## src/rtl/mem_step_ctrl_pkg.sv

```systemverilog
// mem_step_ctrl_pkg
//   Shared definitions for the memory step controller:
//   - mode_e        : controller mode encoding, also driven on the mode port
//   - TICK_DIV_DEFAULT : clk cycles per button-sample tick (500 Hz at 50 MHz)
//   - cnt_width()   : counter width helper that never returns zero
package mem_step_ctrl_pkg;

  typedef enum logic [1:0] {
    MODE_IDLE = 2'b00,
    MODE_RUN  = 2'b01,
    MODE_DUMP = 2'b10
  } mode_e;

  localparam int unsigned TICK_DIV_DEFAULT = 100000;

  function automatic int unsigned cnt_width(input int unsigned n);
    return (n > 1) ? $clog2(n) : 1;
  endfunction

endpackage

```

## src/rtl/mem_step_ctrl_btn_pulse.sv

```systemverilog
// btn_pulse
//   Samples a raw push-button on each tick through a two-flop synchroniser
//   and emits a one-clk pulse on every sampled rising edge.
//   Ports:
//     clk      in   system clock
//     rst_n    in   asynchronous active-low reset
//     tick_i   in   sample strobe
//     btn_i    in   raw button level
//     pulse_o  out  one-clk pulse per press
module btn_pulse (
  input  logic clk,
  input  logic rst_n,
  input  logic tick_i,
  input  logic btn_i,
  output logic pulse_o
);

  logic sync1_q, sync2_q, hist_q;
  logic vld1_q, vld2_q;
  logic armed_q;
  logic pulse_q;

  // The zeroed synchroniser after reset would look like a release, so a
  // button held through reset would fire. armed_q only sets once a genuine
  // sample (vld2_q) has seen the button low.
  always_ff @(posedge clk or negedge rst_n) begin
    if (!rst_n) begin
      sync1_q <= 1'b0;
      sync2_q <= 1'b0;
      hist_q  <= 1'b0;
      vld1_q  <= 1'b0;
      vld2_q  <= 1'b0;
      armed_q <= 1'b0;
      pulse_q <= 1'b0;
    end else begin
      pulse_q <= 1'b0;
      if (tick_i) begin
        sync1_q <= btn_i;
        sync2_q <= sync1_q;
        hist_q  <= sync2_q;
        vld1_q  <= 1'b1;
        vld2_q  <= vld1_q;
        if (vld2_q && !sync2_q) armed_q <= 1'b1;
        pulse_q <= armed_q && sync2_q && !hist_q;
      end
    end
  end

  assign pulse_o = pulse_q;

endmodule

```

## src/rtl/mem_step_ctrl.sv

```systemverilog
// mem_step_ctrl
//   Front-panel controller for single-stepping a CPU and stepping through
//   memory. Modes: IDLE (one CPU clock-enable per step_clk press), RUN
//   (free-running enable every RUN_DIV clks), DUMP (CPU frozen, memory
//   address taken from an internal pointer stepped by step_mem presses).
//   Optional feature: define AUTO_DUMP_EN to also advance the dump pointer
//   every 256 ticks while in DUMP.
//   Ports:
//     clk, reset                    clock, async active-low reset
//     step_clk_btn, step_mem_btn    raw push-buttons
//     dump_mem, run                 level mode selects (dump_mem wins)
//     cpu_addr, cpu_we              CPU memory request
//     mem_dout                      RAM read data
//     cpu_clk_en                    one-clk CPU advance strobe
//     mem_addr, mem_we              RAM request
//     disp_data                     {mem_addr, mem_dout}
//     mode                          current mode encoding
//
//   state | meaning
//   IDLE  | CPU advances one clk per step_clk press
//   RUN   | CPU advances one clk every RUN_DIV clks
//   DUMP  | CPU frozen, RAM addressed by dump pointer
module mem_step_ctrl
  import mem_step_ctrl_pkg::*;
#(
  parameter int unsigned       ADDR_W   = 16,
  parameter int unsigned       DATA_W   = 16,
  parameter int unsigned       TICK_DIV = TICK_DIV_DEFAULT,
  parameter int unsigned       RUN_DIV  = 4,
  parameter logic [ADDR_W-1:0] DUMP_LO  = '0,
  parameter logic [ADDR_W-1:0] DUMP_HI  = '1
) (
  input  logic                     clk,
  input  logic                     reset,
  input  logic                     step_clk_btn,
  input  logic                     step_mem_btn,
  input  logic                     dump_mem,
  input  logic                     run,
  input  logic [ADDR_W-1:0]        cpu_addr,
  input  logic                     cpu_we,
  input  logic [DATA_W-1:0]        mem_dout,
  output logic                     cpu_clk_en,
  output logic [ADDR_W-1:0]        mem_addr,
  output logic                     mem_we,
  output logic [ADDR_W+DATA_W-1:0] disp_data,
  output logic [1:0]               mode
);

  localparam int unsigned       TICK_W      = cnt_width(TICK_DIV);
  localparam int unsigned       RUN_W       = cnt_width(RUN_DIV);
  localparam logic [TICK_W-1:0] TICK_RELOAD = TICK_W'(TICK_DIV - 1);
  localparam logic [RUN_W-1:0]  RUN_RELOAD  = RUN_W'(RUN_DIV - 1);

  logic [TICK_W-1:0] tick_cnt_q;
  logic              tick;

  assign tick = (tick_cnt_q == '0);

  always_ff @(posedge clk or negedge reset) begin
    if (!reset) tick_cnt_q <= '0;
    else        tick_cnt_q <= tick ? TICK_RELOAD : tick_cnt_q - TICK_W'(1);
  end

  logic step_clk_pulse, step_mem_pulse;

  btn_pulse u_step_clk (
    .clk     (clk),
    .rst_n   (reset),
    .tick_i  (tick),
    .btn_i   (step_clk_btn),
    .pulse_o (step_clk_pulse)
  );

  btn_pulse u_step_mem (
    .clk     (clk),
    .rst_n   (reset),
    .tick_i  (tick),
    .btn_i   (step_mem_btn),
    .pulse_o (step_mem_pulse)
  );

  mode_e            state_q, state_d;
  logic [RUN_W-1:0] run_cnt_q;
  logic             cpu_clk_en_q;

  always_comb begin
    state_d = MODE_IDLE;
    if (dump_mem)  state_d = MODE_DUMP;
    else if (run)  state_d = MODE_RUN;
  end

  // Enable is decided from the next state so it never leaks into the first
  // DUMP cycle and RUN's first enable lines up with the mode change.
  always_ff @(posedge clk or negedge reset) begin
    if (!reset) begin
      state_q      <= MODE_IDLE;
      run_cnt_q    <= '0;
      cpu_clk_en_q <= 1'b0;
    end else begin
      state_q      <= state_d;
      run_cnt_q    <= '0;
      cpu_clk_en_q <= 1'b0;
      case (state_d)
        MODE_IDLE: cpu_clk_en_q <= step_clk_pulse;
        MODE_RUN: begin
          cpu_clk_en_q <= (run_cnt_q == '0);
          run_cnt_q    <= (run_cnt_q == '0) ? RUN_RELOAD : run_cnt_q - RUN_W'(1);
        end
        default: ;
      endcase
    end
  end

  logic [ADDR_W-1:0] dump_ptr_q;
  logic              dump_adv;

`ifdef AUTO_DUMP_EN
  logic [7:0] auto_tick_q;

  always_ff @(posedge clk or negedge reset) begin
    if (!reset)    auto_tick_q <= '0;
    else if (tick) auto_tick_q <= auto_tick_q + 8'd1;
  end

  // A manual and an automatic step landing on the same clk advance once.
  assign dump_adv = step_mem_pulse || (tick && (auto_tick_q == 8'hFF));
`else
  assign dump_adv = step_mem_pulse;
`endif

  always_ff @(posedge clk or negedge reset) begin
    if (!reset) begin
      dump_ptr_q <= DUMP_LO;
    end else if ((state_q == MODE_DUMP) && dump_adv) begin
      dump_ptr_q <= (dump_ptr_q == DUMP_HI) ? DUMP_LO : dump_ptr_q + ADDR_W'(1);
    end
  end

  assign cpu_clk_en = cpu_clk_en_q;
  assign mem_addr   = (state_q == MODE_DUMP) ? dump_ptr_q : cpu_addr;
  assign mem_we     = cpu_we && cpu_clk_en_q && (state_q != MODE_DUMP);
  assign disp_data  = {mem_addr, mem_dout};
  assign mode       = state_q;

endmodule

```

## config.mk

```make
export PLATFORM = sky130hd
export DESIGN_NAME = mem_step_ctrl
export DESIGN_NICKNAME = d
export VERILOG_FILES = /design/src/rtl/mem_step_ctrl_pkg.sv /design/src/rtl/mem_step_ctrl_btn_pulse.sv /design/src/rtl/mem_step_ctrl.sv
export SDC_FILE = /design/constraint.sdc
export NUM_CORES = 1
export LEC_CHECK = 0
export CORE_ASPECT_RATIO = 1.25
export CORE_MARGIN = 2
export CORE_UTILIZATION = 41
export CTS_CLUSTER_DIAMETER = 50
export DETAILED_ROUTE_END_ITERATION = 12
export PLACE_DENSITY_LB_ADDON = 0.05
export SLEW_MARGIN = 20
export SYNTH_ARGS = -nofsm -noshare
export SYNTH_HDL_FRONTEND = slang
export SYNTH_SLANG_ARGS = --single-unit
```

## constraint.sdc

```tcl
create_clock -name clk -period 2.4 [get_ports clk]
set_clock_uncertainty 0.2 [all_clocks]
set_input_delay 0.48 -clock clk [delete_from_list [all_inputs] [get_ports clk]]
set_output_delay 0.48 -clock clk [all_outputs]
set_load 0.005 [all_outputs]
```

After elaboration in Yosys (flattened, before gate mapping) --
Index checks and enable logic that the tools add are counted.
Storage, ports and cells: output and inout bits 52, bits in registers 50, word-level logic and storage cells 52
Cells by class: reductions and logical operators 18, add/subtract/negate cells 3, equality and inequality tests 4, multiplexer cells 10
Operators with widths (number):
- 16-bit two-way mux | 2
- 17-bit zero test | 1
- 17-bit two-way mux | 1
- 17-bit by 1-bit subtractor with 17-bit output (second input constant) | 1
- 16-bit by 1-bit adder with 16-bit output (second input constant) | 1
- 16-bit equality test (second input constant) | 1
- 1-bit logical AND | 9
- 2-bit two-way mux | 3
- 1-bit zero test | 4
- 2-bit zero test | 2
- 2-bit AND reduction | 2
- 1-bit two-way mux | 3
- 2-bit by 1-bit equality test with 1-bit output (second input constant) | 1
- 2-bit equality test (second input constant) | 1
- 2-bit inequality test (second input constant) | 1
- 1-bit one-hot mux with 2 select lines | 1
- 2-bit by 1-bit subtractor with 2-bit output (second input constant) | 1

Depth between registers and ports, before layout --
depth after elaboration 4, gate-level depth with buffers 7, depth with buffers taken out 6

By module --
Synthesis repeated with hierarchy kept, for this count alone.
Second synthesis, totals: cell total of the unflattened synthesis 264, area, all modules 2876.5 um^2
Modules (own cells, without submodules):
- mem_step_ctrl | times used 1, cells each 232, area an instance 2326.0 um^2, sequential area each 950.9 um^2
- btn_pulse | times used 2, cells each 16, area an instance 275.3 um^2, sequential area each 175.2 um^2

Least setup slack after synthesis --
No wires, ideal clock.
path type register to register, from reg tick_cnt_q[0], to reg u_step_clk.hist_q, path slack 0.027 ns, required time 2.075 ns, buffers on the path 1, cell stages (with the launch flop) 7, arrival 2.048 ns, setup time 0.125 ns, path through dfrtp_1 > inv_1 > ha_1 > or4b_2 > or4_4 > buf_6 > mux2_4
Between the ends: longest elaborated chain between the ends 1
RTL lines:
- from (decl) | RTL line mem_step_ctrl.sv:54 | logic [TICK_W-1:0] tick_cnt_q;
- from (signal assigned) | RTL line mem_step_ctrl.sv:61 | else tick_cnt_q <= tick ? TICK_RELOAD : tick_cnt_q - TICK_W'(1);
- 17-bit zero test | RTL line mem_step_ctrl.sv:57 | assign tick = (tick_cnt_q == '0);
- to (signal assigned) | RTL line mem_step_ctrl_btn_pulse.sv:40 | hist_q <= sync2_q;
- to (decl) | RTL line mem_step_ctrl_btn_pulse.sv:18 | logic sync1_q, sync2_q, hist_q;
No other way between the ends. A chain may end at the register's enable or synchronous reset.

Final worst setup path --
from reg state_q[0], in the netlist mode[0], to out mem_addr[4]
Between the ends: longest elaborated chain between the ends 2
RTL lines:
- from (decl) | RTL line mem_step_ctrl.sv:82 | mode_e state_q, state_d;
- from (signal assigned) | RTL line mem_step_ctrl.sv:100 | state_q <= state_d;
- 2-bit equality test | RTL line mem_step_ctrl.sv:140 | assign mem_addr = (state_q == MODE_DUMP) ? dump_ptr_q : cpu_addr;
- 16-bit two-way mux | RTL line mem_step_ctrl.sv:140
- to (decl) | RTL line mem_step_ctrl.sv:43 | output logic [ADDR_W-1:0] mem_addr,
No other way between the ends.

==> flow_summary.toml <==
[clock_tree]
ctsRootBufferMaster = "clkbuf_8"
clkTransAtPathRegs_ns = 0.09
clk_latency_ns = 0.29
cts_buffers = 5
cts-htree-levels = 2
cts.path.max_buffers = 2
cts.sinks = 50
cts_tree = "built"

[yosys]
ys_warn_count = 0
synth_edf_count = 0
synth_nets = 295
netlist_area_um2 = 2710
seq_area_frac_synth_pct = 46.1
synth_area_per_cell_um2 = 10.8
synthArstFlopShare_pct = 100
synthDistinctLibCells = 44
synth-seq-cells = 50
synth_cells = 252
synth_flop_cell = "dfrtp_1"

[drt]
vias = 1968
drc = 0
ant_nets = 0
viasPerCell = 5.01
wl_um = 5430
post_drt_wl_per_cell_um = 13.8
drt_iter0_markers = 51
firstDrtPassIters = 4

[power]
power_mw = 1.64
power_density_nw_per_um2 = 471
ir_worst_vdd_mv = 0.235
power.leakage_nw = 1.58

[global_routing]
grt_usage_pct = 16.0
grt_busiest_layer = "met2"
grt_max_degree = 32
overflow = 0
grt_use_met3_pct = 3.44
grt_pass1_vias = 1986
grt_antenna_before_repair = 0
grt_pass1_wl_um = 9290
grt_use_met2_pct = 30.8
use_met1_pct = 17.6

[floorplan]
start_util_pct = 41.8
die_y_um = 94.9
ios = 91
fp.dieW_um = 76.8
die-area_um2 = 7290
core-area_um2 = 6480
num_rows = 33

[final_layout]
multi_input_area_um2 = 1200
stdcell_area_um2 = 3490
nets = 348
instances_no_fill = 393
drive_gt1_share_pct = 28.4
n_fill_cell = 623
seqCellArea_um2 = 1250
area_growth_pct = 28.6
fin_util_pct = 53.8
insertedDiodeCount = 0

[place]
hpwl_um = 3840
post_dp_cell_area_um2 = 3300
dp.cells = 377
io_buffers = 58
gp_congestion = 0.774

[critical_path]
crit_path_start = "mode[0]"
r2r_setup_slack_ns = 0.11
cp-start-kind = "register"
worstReg2RegStart = "tick_cnt_q[13]"
crit_end = "mem_addr[4]"
cp.arrival_ns = 1.65
critPathKind = "register to output pin"
reg2reg_to = "u_step_clk.sync2_q"
cp_max_fo = 4
critPathCaptureType = "output pin"
reg2regPathDepth = 3
crit_required_ns = 1.72

[timing]
max_freq_ghz = 0.429
period_needed_ns = 2.33
tightest_slew_ns = 0.488
period_share_pct = 97.0
slew_viol_final = 0
finalSetupTns_ns = 0
hold_viol_final = 0
setup_viol = 0
max_slew_margin_pct = 67.5
rsz0062_at_grt = "no"

[status]
outcome = "complete, no violations"

[run]
max_cap_viol_count = 0

[worst_hold_path]
min-delay-path-class = "register to register"
[sequential cells by signal (all words and copies together) (netlist names)]
signal and count:
tick_cnt_q 17, dump_ptr_q 16, mode 2, run_cnt_q 2
cpu_clk_en 1, u_step_clk.armed_q 1, u_step_clk.hist_q 1, u_step_clk.pulse_o 1
u_step_clk.sync1_q 1, u_step_clk.sync2_q 1, u_step_clk.vld1_q 1, u_step_mem.armed_q 1
u_step_mem.hist_q 1, u_step_mem.pulse_o 1, u_step_mem.sync1_q 1, u_step_mem.sync2_q 1
u_step_mem.vld2_q 1
[Yosys cell counts, types with 3 or more instances]
| cell | number | share of area [%] |
|---|---|---|
| nor3_1 | 8 | 1.5 |
| xor2_1 | 10 | 3.2 |
| mux2_2 | 17 | 7.1 |
| dfrtp_1 | 50 | 46 |
| buf_4 | 32 | 8.9 |
| a21oi_1 | 4 | 0.74 |
| inv_1 | 5 | 0.69 |
| nor4_1 | 4 | 0.92 |
| nor2_1 | 16 | 2.2 |
| nand3_1 | 8 | 1.5 |
| clkbuf_1 | 4 | 0.55 |
| nand2_1 | 20 | 2.8 |
| nor2b_1 | 3 | 0.69 |
| or3_1 | 5 | 1.2 |
| o31ai_1 | 3 | 0.83 |
| ha_1 | 4 | 1.8 |
| o21ai_0 | 4 | 0.74 |
| or4_1 | 7 | 1.9 |
| xnor2_1 | 9 | 2.9 |
| mux2_4 | 7 | 3.9 |
| nand4_1 | 3 | 0.69 |
[timing repair]
action | in CTS | in global routing
pin swaps | 0 | 0
gates cloned | 2 | 0
endpoints found under the setup margin | 36 | 33
hold buffers | 1 | 0
buffers inserted | 3 | 2
resized for setup | 66 | 30
endpoints found under the hold margin | 19 | 0
[critical path, cell delays in order, from the launching register on]
cell and delay, ns:
dfrtp_1 0.42, nor2b_4 0.16, buf_6 0.13, buf_16 0.10
mux2_2 0.33, clkdlybuf4s15_1 0.20
[cells by family after synthesis]
group | synth area share (%)
AOI/OAI and AO/OA | 4.84
xor gates and xnor gates | 6.13
adders and majority gates | 1.85
buffers and inverters | 11.3
DFF | 46.1
muxes | 11.7
and+or+nand+nor | 18.1
[report_power, final]
group	leakage (nW)	internal (mW)	switching [mW]
clock network	0.0504	0.310	0.280
logic	0.899	0.128	0.0697
registers	0.627	0.850	0.00512
[worst min path at each step]
stage                      start                 end  slack, ns  cells after the start
4_1_cts        u_step_mem.hist_q  u_step_mem.pulse_o       0.26                      1
2_1_floorplan              reset          cpu_clk_en      -0.02                      0
6_report       u_step_mem.hist_q  u_step_mem.pulse_o       0.26                      1
3_3_place_gp   u_step_mem.hist_q  u_step_mem.pulse_o       0.25                      1
3_5_place_dp   u_step_mem.hist_q  u_step_mem.pulse_o       0.25                      1
5_1_grt        u_step_mem.hist_q  u_step_mem.pulse_o       0.28                      1
[through the flow]
stage / hold slack (ns) / setup WS (ns)
global route: 0.278 / 0.000199
floorplan: -0.0156 / 0.0272
CTS: 0.262 / -0.0202
finish: 0.260 / 0.0717
global placement: 0.246 / 0.0375
detailed placement: 0.245 / 0.00940
[area by class of cell]
class	instances	area share, %
clock buffer	5	1.97
clock inverter	3	1.29
inverter	5	0.538
multi-input combinational	157	34.3
sequential	50	35.9
tap	87	3.12
timing repair buffer	86	22.9
[cell usage in the layout (no fill, tap or decap), drive strengths merged, types with 3 or more instances in the layout]
cell type / netlist / layout
dfrtp: 50 / 50
buf: 36 / 28
clkdlybuf4s50: 0 / 24
mux2: 24 / 24
clkbuf: 4 / 22
nand2: 20 / 20
nor2: 16 / 16
clkdlybuf4s15: 0 / 15
xor2: 10 / 10
nor3: 10 / 10
xnor2: 9 / 9
nand3: 8 / 8
or4: 8 / 8
inv: 5 / 5
or3: 5 / 5
nor4: 5 / 5
o21ai: 4 / 4
a21oi: 4 / 4
ha: 4 / 4
o31ai: 3 / 3
nand4: 3 / 3
nor2b: 3 / 3
[layer usage]
layer,vias up,part of all wire [%]
met5,-,0
met4,0,0.85
met3,5,4.6
met2,49,54
met1,964,41
li1,950,-
(Power assumes the default switching activity.)
